## config.mk

```make
export PLATFORM = sky130hd
export DESIGN_NAME = inst_fetch_unit
export DESIGN_NICKNAME = d
export VERILOG_FILES = /design/src/rtl/inst_fetch_unit.sv
export SDC_FILE = /design/constraint.sdc
export NUM_CORES = 1
export LEC_CHECK = 0
export ABC_CLOCK_PERIOD_IN_PS = 5860
export CORE_UTILIZATION = 30
export DETAILED_ROUTE_END_ITERATION = 10
export SLEW_MARGIN = 20
export SYNTH_ARGS = -nofsm -noshare
export SYNTH_HDL_FRONTEND = slang
export SYNTH_SLANG_ARGS = --single-unit
```

## constraint.sdc

```tcl
create_clock -name clock -period 5.86 [get_ports clock]
set_clock_uncertainty 0.15 [all_clocks]
set_input_delay 1.758 -clock clock [delete_from_list [all_inputs] [get_ports clock]]
set_output_delay 1.758 -clock clock [all_outputs]
set_load 0.02 [all_outputs]
```

## src/rtl/inst_fetch_unit.sv

```systemverilog
// Instruction fetch for the RV32I core: owns the PC, keeps one request outstanding to
// instruction memory, and hands each fetched word to decode through a one-entry buffer.
module inst_fetch_unit #(
    parameter logic [31:0] ENTRY_ADDRESS   = 32'h8000_0000,
    parameter logic [31:0] NOP_INSTRUCTION = 32'h0000_0013
) (
    input  logic        clock,
    input  logic        reset,
    input  logic        io_jump_flag,
    input  logic [31:0] io_jump_address,
    output logic        io_imem_req_valid,
    input  logic        io_imem_req_ready,
    output logic [31:0] io_imem_addr,
    input  logic        io_imem_resp_valid,
    input  logic [31:0] io_imem_resp_data,
    output logic [31:0] io_instruction,
    output logic [31:0] io_instruction_address,
    output logic        io_instruction_valid,
    input  logic        io_instruction_ready
);

    localparam logic [1:0] ST_REQ  = 2'd0;
    localparam logic [1:0] ST_WAIT = 2'd1;
    localparam logic [1:0] ST_HOLD = 2'd2;

    logic [1:0]  state;
    logic [31:0] pc;
    logic [31:0] buf_inst;
    logic [31:0] buf_pc;
    logic        kill;

    logic [31:0] jump_target;
    logic        req_fire;
    logic        dec_fire;

    // Handshakes: a request transfers on a cycle where req_valid && req_ready; the
    // response is valid-only (one per accepted request); decode consumes the held
    // word on a cycle where instruction_valid && instruction_ready.
    assign jump_target = {io_jump_address[31:2], 2'b00};
    assign req_fire    = io_imem_req_valid && io_imem_req_ready;
    assign dec_fire    = io_instruction_valid && io_instruction_ready;

    assign io_imem_req_valid      = (state == ST_REQ) && reset;
    assign io_imem_addr           = pc;
    assign io_instruction_valid   = (state == ST_HOLD) && reset;
    assign io_instruction         = io_instruction_valid ? buf_inst : NOP_INSTRUCTION;
    assign io_instruction_address = buf_pc;

    always_ff @(posedge clock) begin
        if (!reset) begin
            state    <= ST_REQ;
            pc       <= ENTRY_ADDRESS;
            kill     <= 1'b0;
            buf_inst <= NOP_INSTRUCTION;
            buf_pc   <= ENTRY_ADDRESS;
        end else begin
            case (state)
                ST_REQ: begin
                    if (req_fire) begin
                        state <= ST_WAIT;
                        // A jump on the accepting cycle makes the in-flight word stale.
                        kill  <= io_jump_flag;
                        if (io_jump_flag) pc <= jump_target;
                    end else if (io_jump_flag) begin
                        pc <= jump_target;
                    end
                end
                ST_WAIT: begin
                    if (io_imem_resp_valid) begin
                        if (!kill && !io_jump_flag) begin
                            buf_inst <= io_imem_resp_data;
                            buf_pc   <= pc;
                            state    <= ST_HOLD;
                        end else begin
                            kill  <= 1'b0;
                            state <= ST_REQ;
                            if (io_jump_flag) pc <= jump_target;
                        end
                    end else if (io_jump_flag) begin
                        kill <= 1'b1;
                        pc   <= jump_target;
                    end
                end
                ST_HOLD: begin
                    if (dec_fire) begin
                        state <= ST_REQ;
                        pc    <= io_jump_flag ? jump_target : pc + 32'd4;
                    end else if (io_jump_flag) begin
                        state <= ST_REQ;
                        pc    <= jump_target;
                    end
                end
                default: state <= ST_REQ;
            endcase
        end
    end

endmodule

```

# == After elaboration in Yosys (flattened, before gate mapping) ==
# Cells that the tools add are included.
# classes
n_reduce_logical,14
mux,18
eq_ne,7
n_addsub,1
# op_table
op,n
2-to-1 mux 32 bit,6
one-hot mux 32 bit (3 select lines),1
"adder 32 x 3 -> 32 bit, second input constant",1
2-to-1 mux 2 bit,5
"inequality test 3 bit, second input constant",3
one-hot mux 2 bit (3 select lines),1
AND reduction 3 bit,2
logical AND 1 bit,5
2-to-1 mux 1 bit,4
"inequality test 2 bit, second input constant",2
AND reduction 4 bit,1
nonzero test 3 bit,1
"== test 2 x 1 -> 1 bit, second input constant",1
"== test 2 bit, second input constant",1
zero test 1 bit,2
zero test 2 bit,1
one-hot mux 1 bit (2 select lines),1
AND reduction 2 bit,1
nonzero test 2 bit,1
# word_totals
wordCells,45
out_inout_bits,98
input_bits,70
regBits,99

# == Longest topological paths before layout ==
# depth
word_depth,5
ltp_mapped,7
mapped_depth_nobuf,5

# == Worst setup path before layout ==
# Ideal clock, no wire load.
# synth_path
kind,input-to-output
startpoint,input reset
endpoint,output io_instruction[22]
required_time_ns,3.952
slack_ns,1.178
stages,4
t_arrival_ns,2.774
n_path_buf,2
cell_sequence,buf_4 -> and3_1 -> clkbuf_1 -> and2_1
# synth_via
elab_chain_cells,2
# synth_lines
element,line,source
"start, declared",8,"input logic reset,"
logical AND 1 bit,45,assign io_instruction_valid = (state == ST_HOLD) && reset;
named net io_instruction_valid,18,"output logic io_instruction_valid,"
2-to-1 mux 32 bit,46,assign io_instruction = io_instruction_valid ? buf_inst : NOP_INSTRUCTION;
"end, declared",16,"output logic [31:0] io_instruction,"
# The timed path passes the listed nets, and every way through them passes these cells.

# == Worst setup path after layout ==
# layout_path
startpoint,input reset
endpoint,output io_instruction[16]
# layout_via
elab_chain_cells,2
# layout_lines
element,line
logical AND 1 bit,45
2-to-1 mux 32 bit,46
# Every way passes these cells.

==> impl_results.md <==
* Asr flop ratio synth at 0
* P per Cell Area at ~220 nW/um^2
* CTS buffer count at 9
* CP Class: input port to output pin
* CTS H-tree lvls at 3
* HP Class: flop to flop
* Cells after Synth at around 630
* Worst R2R End: io_imem_addr[13]$_SDFFE_PN0P_
* Final worst setup slack at about 480 ps
* Rel. slew slack at 0.3350
* Finish-stage setup viols at 0
* Antenna cells at 0
* Met1 GRT Util at 0.2487
* Placed instance count at between 900 and 1,000
* Worst skew pair latency at between 300 and 400 ps
* Most Frequent Cell on Critical Path: clkdlybuf4s50_1
* Maximum clock rate at between 150 and 200 MHz
* RR Startpoint: state[1]$_SDFFE_PN0P_
* Core area at about 15,000 um^2
* Initial drt markers at about 340
* Post-CTS Setup Bufs at 0
* Die W at around 130 um
* Yosys warning count at 0
* CTS tree: done
* Worst path slowest cell: clkdlybuf4s50_1
* Starting Density at 0.3105
* Post-Layout Cell Count at a little under 1,000
* Pre-CTS setup slack at ~460 ps
* CTS max path bufs at 2
* Top cells by area, synth: dfxtp_1, nand2_1, a21oi_1
* Yosys cell types at 57
* Crit path max fanout at 33
* Critical Path AT at roughly 3500 ps
* VDD IR-drop max at 145.3 uV
* Synth area leader: dfxtp_1
* Post_cts resized at 0
* Critical path startpoint: reset
* Number of synthesized flops with an enable pin at 0
* Max-cap violations at 0
* Worst stage delay on the critical path at ~600 ps
* Root Driver: clkbuf_16
* Unrepaired setup endpoints after global routing: false
* Routed WL at 15.76 mm
* IO Port Bufs at about 170
* Routed len/inst at between 15 and 20 um
* Initial antenna violation count at 0
* Site Rows at 45
* R2R Setup Slk at around 3000 ps
* Slew Viols, Final at 0
* TNS Setup at 0 ps
* Worst-margin pin slew at ~1000 ps
* Post-detailed-route count of antenna-violating nets at 0
* I/O pin cnt at 168
* Remaining Overflow, GRT at 0
* Main synth FF type: dfxtp_1
* Critical Path Sink: io_instruction[16]
* Hold_buf cts at 0
* Commonest non-fill, non-tap cells in the layout: clkdlybuf4s50_1, nand2_1, dfxtp_1
* First-pass GRT wire length at ~25 mm
* Vias at 5,109
* Final period util at 0.9188
* Mapped Area at roughly 4800 um^2
* Vias in the first global route at between 4,000 and 5,000
* M2 GR Usage at 0.3187
* Number of hold violations in the final report at 0
* Dpl hpwl at roughly 11 mm
* GRT Max-Usage Layer: met2
* Register area share after synthesis at 0.4153
* Die Y at about 130 um
* Setup crit end kind: output pin
* CTS sink cnt at approximately 100
* GRT Total Usage at 0.1955
* Share of layout cells above drive strength 1 at 0.04903
* Lkg Pwr at 2.293 nW
* Top cell type's share of synthesized area at 0.4153
* Run status: complete, no violations
* Nets at 841
* Post-synthesis to final-layout area growth at 44.13%
* #FFs+latches synth at 99
* Startpoint Class: input port
* Worst Reg-to-Reg Cells at 4
* Vias per inst at between 5 and 6
* Syn Area/Cell at ~7.5 um^2
* Final min period at 5384 ps
* Drt drc at 0
* Met3 Use GR at 0.04174
* Net Count, Synth at between 700 and 800
* Pin count of the biggest net entering global routing at 73
* Commonest non-fill, non-tap cell in the layout: clkdlybuf4s50_1
* Clk slew on worst S/H paths at around 60 ps
* Die area at 16,410 um^2
* Worst path cell trace: clkdlybuf4s50_1 -> and3_1 -> buf_4 -> and2_1 -> clkdlybuf4s50_1
* DRT Pass-1 Iters at 7
* Routability Congestion at between 0.8 and 0.9
* Req. time, crit path at between 3000 and 4000 ps
==> kinds of logic (layout without fill, tap and decap cells) <==
logic type / count (synthesis) / count (layout) / share of synthesized area
flip-flops: 99 / 99 / 0.4153
adder cells (fa/ha/maj): 1 / 1 / 0.002622
buffers and inverters: 59 / 201 / 0.04772
AO/OA/AOI/OAI: 156 / 156 / 0.2050
multiplexers: 2 / 2 / 0.004457
AND/OR/NAND/NOR: 316 / 316 / 0.3249
==> power breakdown <==
part | total [mW] | switching (mW) | internal [mW]
logic | 0.199 | 0.0980 | 0.101
clock network | 0.607 | 0.265 | 0.342
registers | 0.733 | 0.0373 | 0.695
total | 1.54 | 0.400 | 1.14
==> metal layers <==
layer	routed length, um	part of all wire	vias to the layer above
met5	0	0	-
met1	7034	0.45	2362
met3	1041	0.066	26
met4	327	0.021	0
met2	7354	0.47	200
li1	-	-	2521
==> through the flow <==
stage	hold slack [ps]	util	area (um^2)	power, mW
final	299.9	0.4475	6878	1.539
after global routing	314.6	0.4475	6878	1.604
after global placement	287.9	0.4282	6581	0.9446
after detailed placement	292.6	0.4282	6581	0.9482
after floorplan	281.6	-	4772	0.8363
after CTS	301.9	0.4475	6878	1.560
==> registers in the layout, summed over array words and instances, names as in the netlist <==
| register | flops |
|---|---|
| state | 2 |
| io_imem_addr | 32 |
| io_instruction_address | 32 |
| kill | 1 |
| buf_inst | 32 |
==> critical path, delay by kind of cell <==
family / cells / cell delay [ps]
buffers and inverters: 3 / 1370
AND/OR/NAND/NOR: 2 / 340
==> final cells by class <==
class	instances	area (um^2)
fillers	1545	8493
multi-input cells	475	2572
repair buffers	176	1729
clock inverters	4	50.05
inverters	9	33.78
clock buffers	12	246.5
flip-flops and latches	99	1982
well taps	211	264.0
==> how the worst min path moves through the flow <==
stage | start | to | slack (ps) | cells after the start
final | buf_inst[6]$_SDFFE_PN0P_ | buf_inst[6]$_SDFFE_PN0P_ | 300 | 2
after global routing | buf_inst[2]$_SDFFE_PN0P_ | buf_inst[2]$_SDFFE_PN0P_ | 310 | 2
after CTS | buf_inst[5]$_SDFFE_PN0P_ | buf_inst[5]$_SDFFE_PN0P_ | 300 | 2
after detailed placement | buf_inst[5]$_SDFFE_PN0P_ | buf_inst[5]$_SDFFE_PN0P_ | 290 | 2
after global placement | buf_inst[6]$_SDFFE_PN0P_ | buf_inst[6]$_SDFFE_PN0P_ | 290 | 2
after floorplan | buf_inst[0]$_SDFFE_PN1P_ | buf_inst[0]$_SDFFE_PN1P_ | 280 | 2
==> synthesized netlist by cell type (all sizes together) (3+ instances only) <==
library cell    n
o221ai          4
a311oi          6
or4             4
o21ai          18
a21oi          71
nand4          16
nand2b          6
o22ai           5
a211oi         10
nor3           14
a31oi           8
nand3          13
nor2b           3
dfxtp          99
or3             5
and2           34
a211o           5
clkbuf         45
nor4           16
buf             5
and3           10
and4            4
nand2         158
inv             8
a22oi           6
o21a            4
nor2           27
(Power assumes the default switching activity.)
